===== config.mk =====
export PLATFORM = sky130hd
export DESIGN_NAME = id_ex_operand_stage
export DESIGN_NICKNAME = d
export VERILOG_FILES = /design/src/rtl/id_ex_operand_stage.sv
export SDC_FILE = /design/constraint.sdc
export NUM_CORES = 1
export LEC_CHECK = 0
export ABC_AREA = 1
export BUFFER_PORTS_ARGS = -buffer_cell sky130_fd_sc_hd__buf_2
export CORE_MARGIN = 2
export CORE_UTILIZATION = 35
export DETAILED_ROUTE_END_ITERATION = 8
export PLACE_DENSITY_LB_ADDON = 0.1
export SYNTH_ARGS = -nofsm -noshare
export SYNTH_HDL_FRONTEND = slang
export SYNTH_SLANG_ARGS = --single-unit

===== constraint.sdc =====
create_clock -name i_clk -period 2.5 [get_ports i_clk]
set_input_delay 0.375 -clock i_clk [delete_from_list [all_inputs] [get_ports i_clk]]
set_output_delay 0.375 -clock i_clk [all_outputs]
set_load 0.01 [all_outputs]

===== src/rtl/id_ex_operand_stage.sv =====
// -----------------------------------------------------------------------------
// id_ex_operand_stage
//
// Purpose: ID/EX pipeline register. It resolves EX/MEM and MEM/WB forwarding
// for rs and rt, then selects the two ALU operands: A is either the
// forwarded rs or the zero-extended shift amount, and B is either the
// forwarded rt or the immediate. It registers A, B, the 6-bit ALU function
// code, the destination and the write-enable for the execute stage. For
// shifts, alu_b carries the value to shift and alu_a[4:0] the shift amount.
// Stall holds the stage and flush inserts a bubble. A saturating counter
// records the number of bubbles caused by flush, for debug.
//
// Handshake: there is no valid/ready pair. i_id_valid qualifies the decode
// inputs. i_stall holds every register for that edge. i_flush takes priority
// over i_stall and loads a bubble. Outputs change only on a rising i_clk or
// on reset, so no combinational path runs from any input to any output.
//
// Ports:
//   i_clk, i_reset (async, active low)
//   i_id_*              decode-stage instruction fields and register reads
//   i_exm_*, i_mwb_*    producers in EX/MEM and MEM/WB, used for forwarding
//   i_stall, i_flush    hazard-unit controls
//   o_ex_*, o_alu_*     registered execute-stage controls and operands
//   o_ex_rt_fwd         registered forwarded rt (store data)
//   o_bubble_cnt        saturating count of flush-induced bubbles
// -----------------------------------------------------------------------------
module id_ex_operand_stage #(
   parameter int DW = 32,
   parameter int AW = 5,
   parameter int CW = 16
) (
   input  logic          i_clk,
   input  logic          i_reset,
   input  logic          i_id_valid,
   input  logic [AW-1:0] i_id_rs_addr,
   input  logic [AW-1:0] i_id_rt_addr,
   input  logic [DW-1:0] i_id_rs_data,
   input  logic [DW-1:0] i_id_rt_data,
   input  logic [DW-1:0] i_id_imm,
   input  logic [4:0]    i_id_shamt,
   input  logic          i_id_alu_src1,
   input  logic          i_id_alu_src2,
   input  logic [5:0]    i_id_alu_fun,
   input  logic [AW-1:0] i_id_dest,
   input  logic          i_id_regwrite,
   input  logic          i_exm_regwrite,
   input  logic [AW-1:0] i_exm_dest,
   input  logic [DW-1:0] i_exm_result,
   input  logic          i_mwb_regwrite,
   input  logic [AW-1:0] i_mwb_dest,
   input  logic [DW-1:0] i_mwb_result,
   input  logic          i_stall,
   input  logic          i_flush,
   output logic          o_ex_valid,
   output logic [DW-1:0] o_alu_a,
   output logic [DW-1:0] o_alu_b,
   output logic [5:0]    o_alu_fun,
   output logic [AW-1:0] o_ex_dest,
   output logic          o_ex_regwrite,
   output logic [DW-1:0] o_ex_rt_fwd,
   output logic [CW-1:0] o_bubble_cnt
);

   logic [DW-1:0] w_fwd_rs;
   logic [DW-1:0] w_fwd_rt;
   logic [DW-1:0] w_sel_a;
   logic [DW-1:0] w_sel_b;

   logic          r_ex_valid;
   logic [DW-1:0] r_alu_a;
   logic [DW-1:0] r_alu_b;
   logic [5:0]    r_alu_fun;
   logic [AW-1:0] r_ex_dest;
   logic          r_ex_regwrite;
   logic [DW-1:0] r_ex_rt_fwd;
   logic [CW-1:0] r_bubble_cnt;

   // Register 0 is hard-wired to zero, so it is never forwarded. EX/MEM is
   // the younger producer and therefore wins over MEM/WB.
   always_comb begin
      w_fwd_rs = i_id_rs_data;
      if (i_id_rs_addr != '0) begin
         if (i_exm_regwrite && (i_exm_dest == i_id_rs_addr))
            w_fwd_rs = i_exm_result;
         else if (i_mwb_regwrite && (i_mwb_dest == i_id_rs_addr))
            w_fwd_rs = i_mwb_result;
      end
   end

   always_comb begin
      w_fwd_rt = i_id_rt_data;
      if (i_id_rt_addr != '0) begin
         if (i_exm_regwrite && (i_exm_dest == i_id_rt_addr))
            w_fwd_rt = i_exm_result;
         else if (i_mwb_regwrite && (i_mwb_dest == i_id_rt_addr))
            w_fwd_rt = i_mwb_result;
      end
   end

   assign w_sel_a = i_id_alu_src1 ? {{(DW-5){1'b0}}, i_id_shamt} : w_fwd_rs;
   assign w_sel_b = i_id_alu_src2 ? i_id_imm : w_fwd_rt;

   always_ff @(posedge i_clk or negedge i_reset) begin
      if (!i_reset) begin
         r_ex_valid    <= 1'b0;
         r_alu_a       <= '0;
         r_alu_b       <= '0;
         r_alu_fun     <= '0;
         r_ex_dest     <= '0;
         r_ex_regwrite <= 1'b0;
         r_ex_rt_fwd   <= '0;
         r_bubble_cnt  <= '0;
      end else if (i_flush) begin
         r_ex_valid    <= 1'b0;
         r_alu_a       <= '0;
         r_alu_b       <= '0;
         r_alu_fun     <= '0;
         r_ex_dest     <= '0;
         r_ex_regwrite <= 1'b0;
         r_ex_rt_fwd   <= '0;
         // Sticky at all-ones so a long flush storm still reads as "many".
         if (r_bubble_cnt != '1)
            r_bubble_cnt <= r_bubble_cnt + CW'(1);
      end else if (!i_stall) begin
         r_ex_valid    <= i_id_valid;
         r_alu_a       <= w_sel_a;
         r_alu_b       <= w_sel_b;
         r_alu_fun     <= i_id_alu_fun;
         r_ex_dest     <= i_id_dest;
         r_ex_regwrite <= i_id_regwrite & i_id_valid;
         r_ex_rt_fwd   <= w_fwd_rt;
      end
      // Stall without flush: every register holds. Operands are not
      // re-forwarded because producers cannot retire during a stall.
   end

   assign o_ex_valid    = r_ex_valid;
   assign o_alu_a       = r_alu_a;
   assign o_alu_b       = r_alu_b;
   assign o_alu_fun     = r_alu_fun;
   assign o_ex_dest     = r_ex_dest;
   assign o_ex_regwrite = r_ex_regwrite;
   assign o_ex_rt_fwd   = r_ex_rt_fwd;
   assign o_bubble_cnt  = r_bubble_cnt;

endmodule


======== After elaboration in Yosys (flattened, before gate mapping) ========
Index checks and enable logic that the tools add are counted.
Widths: inputs -> output; s select.
word-level totals
  output and inout bits ................... 125
  logic and storage cells ................. 45
  bits in registers ....................... 125
  input bits .............................. 206
operators by class
  reduce and logical (&&, ||, !) cells .... 7
  eq/ne operators ......................... 6
  multiplexer cells ....................... 22
  bitwise operators ....................... 1
  add/subtract/negate cells ............... 1
operators with widths
  cell                   number
  $mux 32                14
  $eq 5x5->1             4
  $add 16x1->16 const B  1
  $ne 16x16->1 const B   1
  $mux 6                 2
  $mux 5                 2
  $reduce_bool 5->1      2
  $logic_and 1x1->1      4
  $mux 1                 4
  $ne 2x1->1 const B     1
  $reduce_and 2->1       1
  $and 1x1->1            1

======== Longest topological paths before layout ========
Gate-level depths: netlist (run 1).
  depth after elaboration ................. 8
  mapped depth ............................ 13
  depth with buffers taken out ............ 12

======== Least setup slack after synthesis (run 1) ========
OpenSTA, ideal clock, no wires.
  path kind ............................... register to register
  start ................................... reg r_bubble_cnt[0], in the netlist o_bubble_cnt[0]
  end ..................................... reg r_bubble_cnt[9], in the netlist o_bubble_cnt[9]
  library setup time ...................... 0.117 ns
  buffers on the path ..................... 0
  cell stages (with the launch flop) ...... 10
  path slack .............................. 0.891 ns
  required time ........................... 2.383 ns
  arrival time ............................ 1.491 ns
  cells stage by stage .................... dfrtp_1 ha_1 nand3_1 nor2_2 nand4_1 nand2_2 nor3_2 nand3_1 nand2_1 nand2_1
on the way
  cells in the longest elaborated chain, start to end .. 2
  elaborated cells on any way between the ends .. 3
ends and longest elaborated chain
  what                                                   RTL line  RTL
  start: declaration                                     76        logic [CW-1:0] r_bubble_cnt;
  start signal: assignment                               123       r_bubble_cnt <= r_bubble_cnt + CW'(1);
  branches (longest 2 deep; another with $add 16x1->16)  -
Parallel ways; which one is timed is not known.
A chain may end at the register's enable or synchronous reset.

======== Final worst setup path (run 1) ========
Same ends and word-level chain as after synthesis.

==> results.cfg, run 1 <==
[outcome]
run_status = finished clean

[floorplan]
fp-row-count = 54
core_um2 = 21600
fp.dieArea_um2 = 23100
start_util = 0.354
pin_count = 331
die_h_um = 152
die_width_um = 152

[logic_synthesis]
ys.flop_type = dfrtp_1
netlist_area_um2 = 7650
ys_top_cells_by_count = 458 x nand2_1, 167 x nor2_1, 125 x dfrtp_1, 73 x nand3_1, 62 x inv_1
synth_edf_count = 0
synthCells = 1138
synth_compound_area_frac = 0.114
synthMuxAreaShare = 0
synth_fp_nets = 1345
syn_area_per_cell_um2 = 6.72
yosysWarnings = 0
synthArstFlopShare = 1.00
synthTopCellsByArea = dfrtp_1 41%, nand2_1 22%, nor2_1 8.2%
synth_top_family_by_area = simple AND/OR/NAND/NOR gates
yosysTopAreaCellShare = 0.409
ys_types = 31
synth-xor-area-share = 0.0160
synthMostInstantiatedCell = nand2_1
ys_seq_elements = 125
synth_simple_gate_area_frac = 0.377
synth_fa_ha_area_frac = 0.00164
ys_seq_area_frac = 0.409
synth_top_cell_by_area = dfrtp_1

[timing]
tightest_slew_ns = 0.544
fin_skew_ns = 0.00705
fin_tns_setup_ns = 0
slew_violations = 0
rsz0062_at_grt = false
setup_violations = 0
fmax_mhz = 553
relSlewSlack = 0.637
fin_crit_sh = 0.723
fin_crit_ns = 1.81
timing_hold_violations_final = 0

[global_route]
grt_pass1_wl_um = 45500
overflow = 0
grt_pass1_vias = 8284
antenna_found_initial = 14
grt.total_usage = 0.250
grt_start_max_net_pins = 88

[placement]
dp_hpwl_um = 21500
placed_area_um2 = 9500
place_congestion = 0.894
port_buffers = 330

[layout]
syn_to_final_growth_pct = 32.9
fillers = 2324
design_area_um2 = 10200
drive_above_1_share = 0.290
layout.nets = 1653

[setup_path]
cp_slowest_cell = dfrtp_1
critical-path-max-stage-delay_ns = 0.42
worstPathRequired_ns = 2.81
crit_chain = ha_1, nand3_1, nor2_2, nand4_1, nand2_2, nor3_2, nand3_1, nand2_1, nand2_1
cp_max_fo = 10
crit_type = flip-flop to flip-flop
cp.arrival_ns = 2.12
endpoint_kind = flip-flop
critPathLaunchType = flip-flop

[power]
power_frac_seq = 0.371
peakVddDrop_mv = 0.397
swShare = 0.303
pwr-share-clk = 0.443
leakage_nw = 5.98
intPower_mw = 4.33
power.density_nw_per_um2 = 611
combPwrFrac = 0.186
p_switching_mw = 1.88

[clocking]
cts_root_buffer = clkbuf_16
clock_sinks = 125
clockBufferDepth = 2
cts_buffers = 17
clk_pin_slew_ns = 0.07
cts-resized-gates = 0
htree_levels = 4
cts_tree = built
worstSkewPairLatency_ns = 0.42

[flow_run]
maxCapViolCount = 0

[routing]
drc = 0
ant_nets = 0
vias_per_cell = 4.84
routed_wl_um = 28900
vias = 8449
dr.pass1.iters = 5
drtIter0Drc = 388
wl_per_cell_um = 16.5

[worst_hold_path]
min_path_type = input port to flip-flop
[final timing paths]
check	start	to	slack, ns	cells after the start
setup / recovery	o_bubble_cnt[0]$_DFFE_PN0P_	o_bubble_cnt[9]$_DFFE_PN0P_	0.69	9
hold / removal	i_id_alu_fun[0]	o_alu_fun[0]$_DFFE_PN0P_	0.20	2
setup reg to reg	o_bubble_cnt[0]$_DFFE_PN0P_	o_bubble_cnt[9]$_DFFE_PN0P_	0.69	9
hold reg to reg	o_alu_b[1]$_DFFE_PN0P_	o_alu_b[1]$_DFFE_PN0P_	0.47	2
max in group asynchronous	i_reset	o_alu_a[25]$_DFFE_PN0P_	1.22	3
min in group asynchronous	i_reset	o_bubble_cnt[9]$_DFFE_PN0P_	0.41	2
[stage by stage]
stage	utilization	worst slack (ns)	power, mW	hold WS (ns)	cells
floorplan	-	0.891	2.93	0.0794	1138
global placement	0.440	0.490	3.50	0.292	1706
detailed placement	0.440	0.484	3.50	0.289	1706
CTS	0.469	0.674	6.28	0.174	1738
global route	0.470	0.560	6.51	0.184	1746
finish	0.470	0.692	6.21	0.196	1747
[cell families (layout without fill, tap and decap cells)]
| family | Yosys count | count (layout) |
|---|---|---|
| AND/OR/NAND/NOR | 723 | 723 |
| buffers and inverters | 129 | 449 |
| adder cells (fa/ha/maj) | 1 | 1 |
| AO/OA/AOI/OAI | 146 | 146 |
| flip-flops | 125 | 125 |
| XOR/XNOR | 14 | 14 |
| other | 0 | 9 |
[repair_timing]
item | CTS | global route
hold endpoints to repair | 32 | 0
endpoints found under the setup margin | 0 | 0
buffers inserted | 0 | 0
hold buffers | 1 | 0
[registers in the layout (all words and copies together) (netlist names)]
| register | flops |
|---|---|
| o_alu_a | 32 |
| o_alu_b | 32 |
| o_alu_fun | 6 |
| o_bubble_cnt | 16 |
| o_ex_dest | 5 |
| o_ex_regwrite | 1 |
| o_ex_rt_fwd | 32 |
| o_ex_valid | 1 |
[layer usage]
metal	GRT usage	up-vias	share of wire
li1	-	4209	-
met1	0.309	3890	0.42
met2	0.424	299	0.50
met3	0.0667	41	0.065
met4	0.0797	10	0.019
met5	0	-	0.0017
[power groups by stage]
stage / Clock, mW / Sequential, mW / Combinational [mW]
2_1_floorplan: 0 / 2.41 / 0.525
3_3_place_gp: 0 / 2.34 / 1.16
3_5_place_dp: 0 / 2.34 / 1.16
4_1_cts: 2.81 / 2.30 / 1.17
5_1_grt: 2.89 / 2.33 / 1.29
6_report: 2.75 / 2.30 / 1.15
[layout make-up]
class | count | area [um2] | share of cell area
multi-input combinational | 884 | 3910 | 0.385
sequential | 125 | 3130 | 0.308
timing repair buffer | 348 | 1860 | 0.183
clock buffer | 17 | 425 | 0.0418
tap | 280 | 350 | 0.0345
inverter | 70 | 263 | 0.0258
clock inverter | 14 | 206 | 0.0203
antenna | 9 | 22.5 | 0.00222
[placed cells by master, fill, tap and decap left out, types with 6 or more instances in the layout]
cell and instances:
a21oi_1 28, a22o_1 12, buf_2 329, buf_4 12
clkbuf_16 17, dfrtp_1 125, diode_2 9, inv_1 62
inv_2 7, nand2_1 458, nand3_1 72, nor2_1 164
nor2_2 6, nor3_1 7, o21ai_0 20, o21ai_1 60
o21ai_2 22, xor2_1 10
[worst max-delay path, delay by kind of cell (launching register included)]
kind | cells | cell delay, ns
fa+ha+maj | 1 | 0.23
flops | 1 | 0.42
simple gates | 8 | 1.04
(Power assumes the default switching activity.)
==> run 2: changes to the inputs <==
--- a/config.mk
+++ b/config.mk
@@ -5,7 +5,7 @@
 export SDC_FILE = /design/constraint.sdc
 export NUM_CORES = 1
 export LEC_CHECK = 0
-export ABC_AREA = 1
+export ABC_AREA = 0
 export BUFFER_PORTS_ARGS = -buffer_cell sky130_fd_sc_hd__buf_2
 export CORE_MARGIN = 2
 export CORE_UTILIZATION = 35
==> constraint.sdc (replaced) <==
create_clock -name i_clk -period 1.5 [get_ports i_clk]
set_input_delay 0.225 -clock i_clk [delete_from_list [all_inputs] [get_ports i_clk]]
set_output_delay 0.225 -clock i_clk [all_outputs]
set_load 0.01 [all_outputs]
==> results.cfg, run 2 <==
[setup_path]
endpoint_kind = flip-flop
r2r_setup_slack_ns = -0.11
worstPathRequired_ns = 1.77
crit_type = input port to flip-flop
cp_max_fo = 8
critPathLaunchType = input port
cp.arrival_ns = 2.02
critPathLaunch = i_mwb_dest[1]
r2r_end = o_bubble_cnt[11]$_DFFE_PN0P_
crit_end = o_alu_b[6]$_DFFE_PN0P_
rr_startpoint = o_bubble_cnt[12]$_DFFE_PN0P_
r2r_cells = 5

[clocking]
htree_levels = 4
cts_root_buffer = clkbuf_16
clock_sinks = 125
clockBufferDepth = 2
worstSkewPairLatency_ns = 0.41
cts_buffers = 17
clk_pin_slew_ns = 0.06
cts_tree = built

[routing]
routed_wl_um = 29600
drtIter0Drc = 502
ant_nets = 0
vias = 7853
drc = 0
wl_per_cell_um = 20.3
dr.pass1.iters = 5
vias_per_cell = 5.38

[logic_synthesis]
synthMostInstantiatedCell = dfrtp_1
ys_top_cells_by_count = 125 x dfrtp_1, 105 x nand2_1, 93 x inv_1, 65 x a21oi_1, 64 x a221o_1
ys.flop_type = dfrtp_1
synthCells = 805
ys_seq_area_frac = 0.430
yosysWarnings = 0
synthArstFlopShare = 1.00
synth_edf_count = 0
ys_seq_elements = 125
ys_types = 38
netlist_area_um2 = 7270
synthTopCellsByArea = dfrtp_1 43%, a221o_1 8.8%, a221oi_2 5.6%
synth_fp_nets = 1012
syn_area_per_cell_um2 = 9.03
yosysTopAreaCellShare = 0.430
synth_top_cell_by_area = dfrtp_1

[floorplan]
core_um2 = 20300
start_util = 0.358
pin_count = 331
fp.dieArea_um2 = 21900
die_width_um = 148
fp-row-count = 52
die_h_um = 148

[layout]
multiInputGateArea_um2 = 3990
ff_latch_area_um2 = 3130
most-common-layout-cells = 319 x buf_2, 123 x dfrtp_1, 96 x nand2_1
fillers = 1902
design_area_um2 = 11400
layout.nets = 1382
final_common_cell = buf_2
fin_cells = 1460
drive_above_1_share = 0.481
syn_to_final_growth_pct = 56.3

[timing]
slew_violations = 0
fmax_mhz = 571
fin_skew_ns = 0.00437
timing_hold_violations_final = 0
rsz0062_at_grt = true
fin_crit_ns = 1.75
hold_ws_ns = 0.0541
timing.final.ws_setup_ns = -0.250
relSlewSlack = 0.592
fin_crit_sh = 1.17
setup_violations = 74
tightest_slew_ns = 0.612

[placement]
placed_area_um2 = 9890
dp_hpwl_um = 20800
preCtsSetupSlack_ns = -0.724
place_congestion = 0.825
port_buffers = 330
dp.cells = 1412

[power]
power_frac_seq = 0.346
combPwrFrac = 0.224
pwr-share-clk = 0.430
intPower_mw = 7.90
peakVddDrop_mv = 0.609
power.density_nw_per_um2 = 962
swShare = 0.278
p_switching_mw = 3.04
leakage_nw = 5.62

[global_route]
grt.total_usage = 0.254
antenna_found_initial = 3
grt_pass1_wl_um = 43000
grt_pass1_vias = 7505
overflow = 0
grt_start_max_net_pins = 57

[worst_hold_path]
min_from = i_id_dest[0]
min_path_type = input port to flip-flop
whs_path_depth = 3

[outcome]
run_status = complete, but fails checks
violations = negative setup slack

[flow_run]
maxCapViolCount = 0
## run 2: cell types whose count changed after synthesis, sizes merged, moves of 40 or more
cell,previous run,this run
a221o,0,64
clkbuf,21,61
nand2,461,105
nand3,76,2
nor2,172,23
o21ai,102,6
## run 2: timing repair
item	4_1_cts	5_1_grt
resized for setup	40	69
setup endpoints to repair	76	97
pin swaps	17	59
endpoints found under the hold margin	32	0
cloned	5	5
hold buffers	1	0
setup buffers	5	5
## run 2: metal layers
layer | part of all wire | wire [um] | global-route usage | vias up
met3 | 0.068 | 2020 | 0.0583 | 32
met4 | 0.014 | 425 | 0.0619 | 0
met5 | 0 | 0 | 0 | -
met1 | 0.43 | 12700 | 0.350 | 3800
met2 | 0.49 | 14500 | 0.407 | 318
li1 | - | - | - | 3703
## run 2: final cells by class
class                   instances  share of cell area
inverters                      94              0.0310
repair buffers                428               0.253
multi-input cells             509               0.351
well taps                     270              0.0297
clock buffers                  22              0.0426
diodes                          2            0.000440
clock inverters                10              0.0162
flip-flops and latches        125               0.275
## run 2: stage by stage
stage	TNS, ns	utilization	power [mW]
after floorplan	-24.02	-	4.87
after global placement	-48.05	0.487	6.01
after detailed placement	-48.16	0.487	6.02
after CTS	-8.47	0.536	10.8
after global routing	-15.74	0.560	11.4
final	-13.61	0.560	10.9
## run 2: critical path: stages
cell      delay [ns]
buf_2           0.11
xor2_1          0.17
nor4_2          0.31
buf_4           0.17
o211ai_1        0.16
buf_4           0.21
buf_12          0.15
o22ai_1         0.25
a221o_1         0.22
a221oi_2        0.06
## run 2: worst min path at each step
stage | endpoint | slack, ns
after global routing | o_alu_fun[0]$_DFFE_PN0P_ | 0.05
after CTS | o_alu_fun[3]$_DFFE_PN0P_ | 0.04
after detailed placement | o_alu_a[0]$_DFFE_PN0P_ | 0.16
after floorplan | o_alu_a[0]$_DFFE_PN0P_ | -0.07
final | o_ex_dest[0]$_DFFE_PN0P_ | 0.05
after global placement | o_alu_a[0]$_DFFE_PN0P_ | 0.16
## run 2: kinds of logic (layout without fill, tap and decap cells)
| kind of cell | after synthesis | in the layout | synth area share |
|---|---|---|---|
| muxes | 11 | 11 | 0.0151 |
| and+or+nand+nor | 188 | 188 | 0.113 |
| AOI/OAI and AO/OA | 274 | 274 | 0.304 |
| xor gates and xnor gates | 35 | 35 | 0.0422 |
| adders and majority gates | 1 | 1 | 0.00172 |
| buffers and inverters | 171 | 554 | 0.0938 |
| DFF | 125 | 125 | 0.430 |
| other | 0 | 2 | 0 |
## run 2: power by group through the flow
stage | Sequential [mW] | Clock, mW | Combinational [mW]
floorplan | 3.98 | 0 | 0.890
global route | 3.82 | 4.96 | 2.63
detailed placement | 3.84 | 0 | 2.18
global placement | 3.84 | 0 | 2.17
finish | 3.79 | 4.70 | 2.45
CTS | 3.79 | 4.78 | 2.28
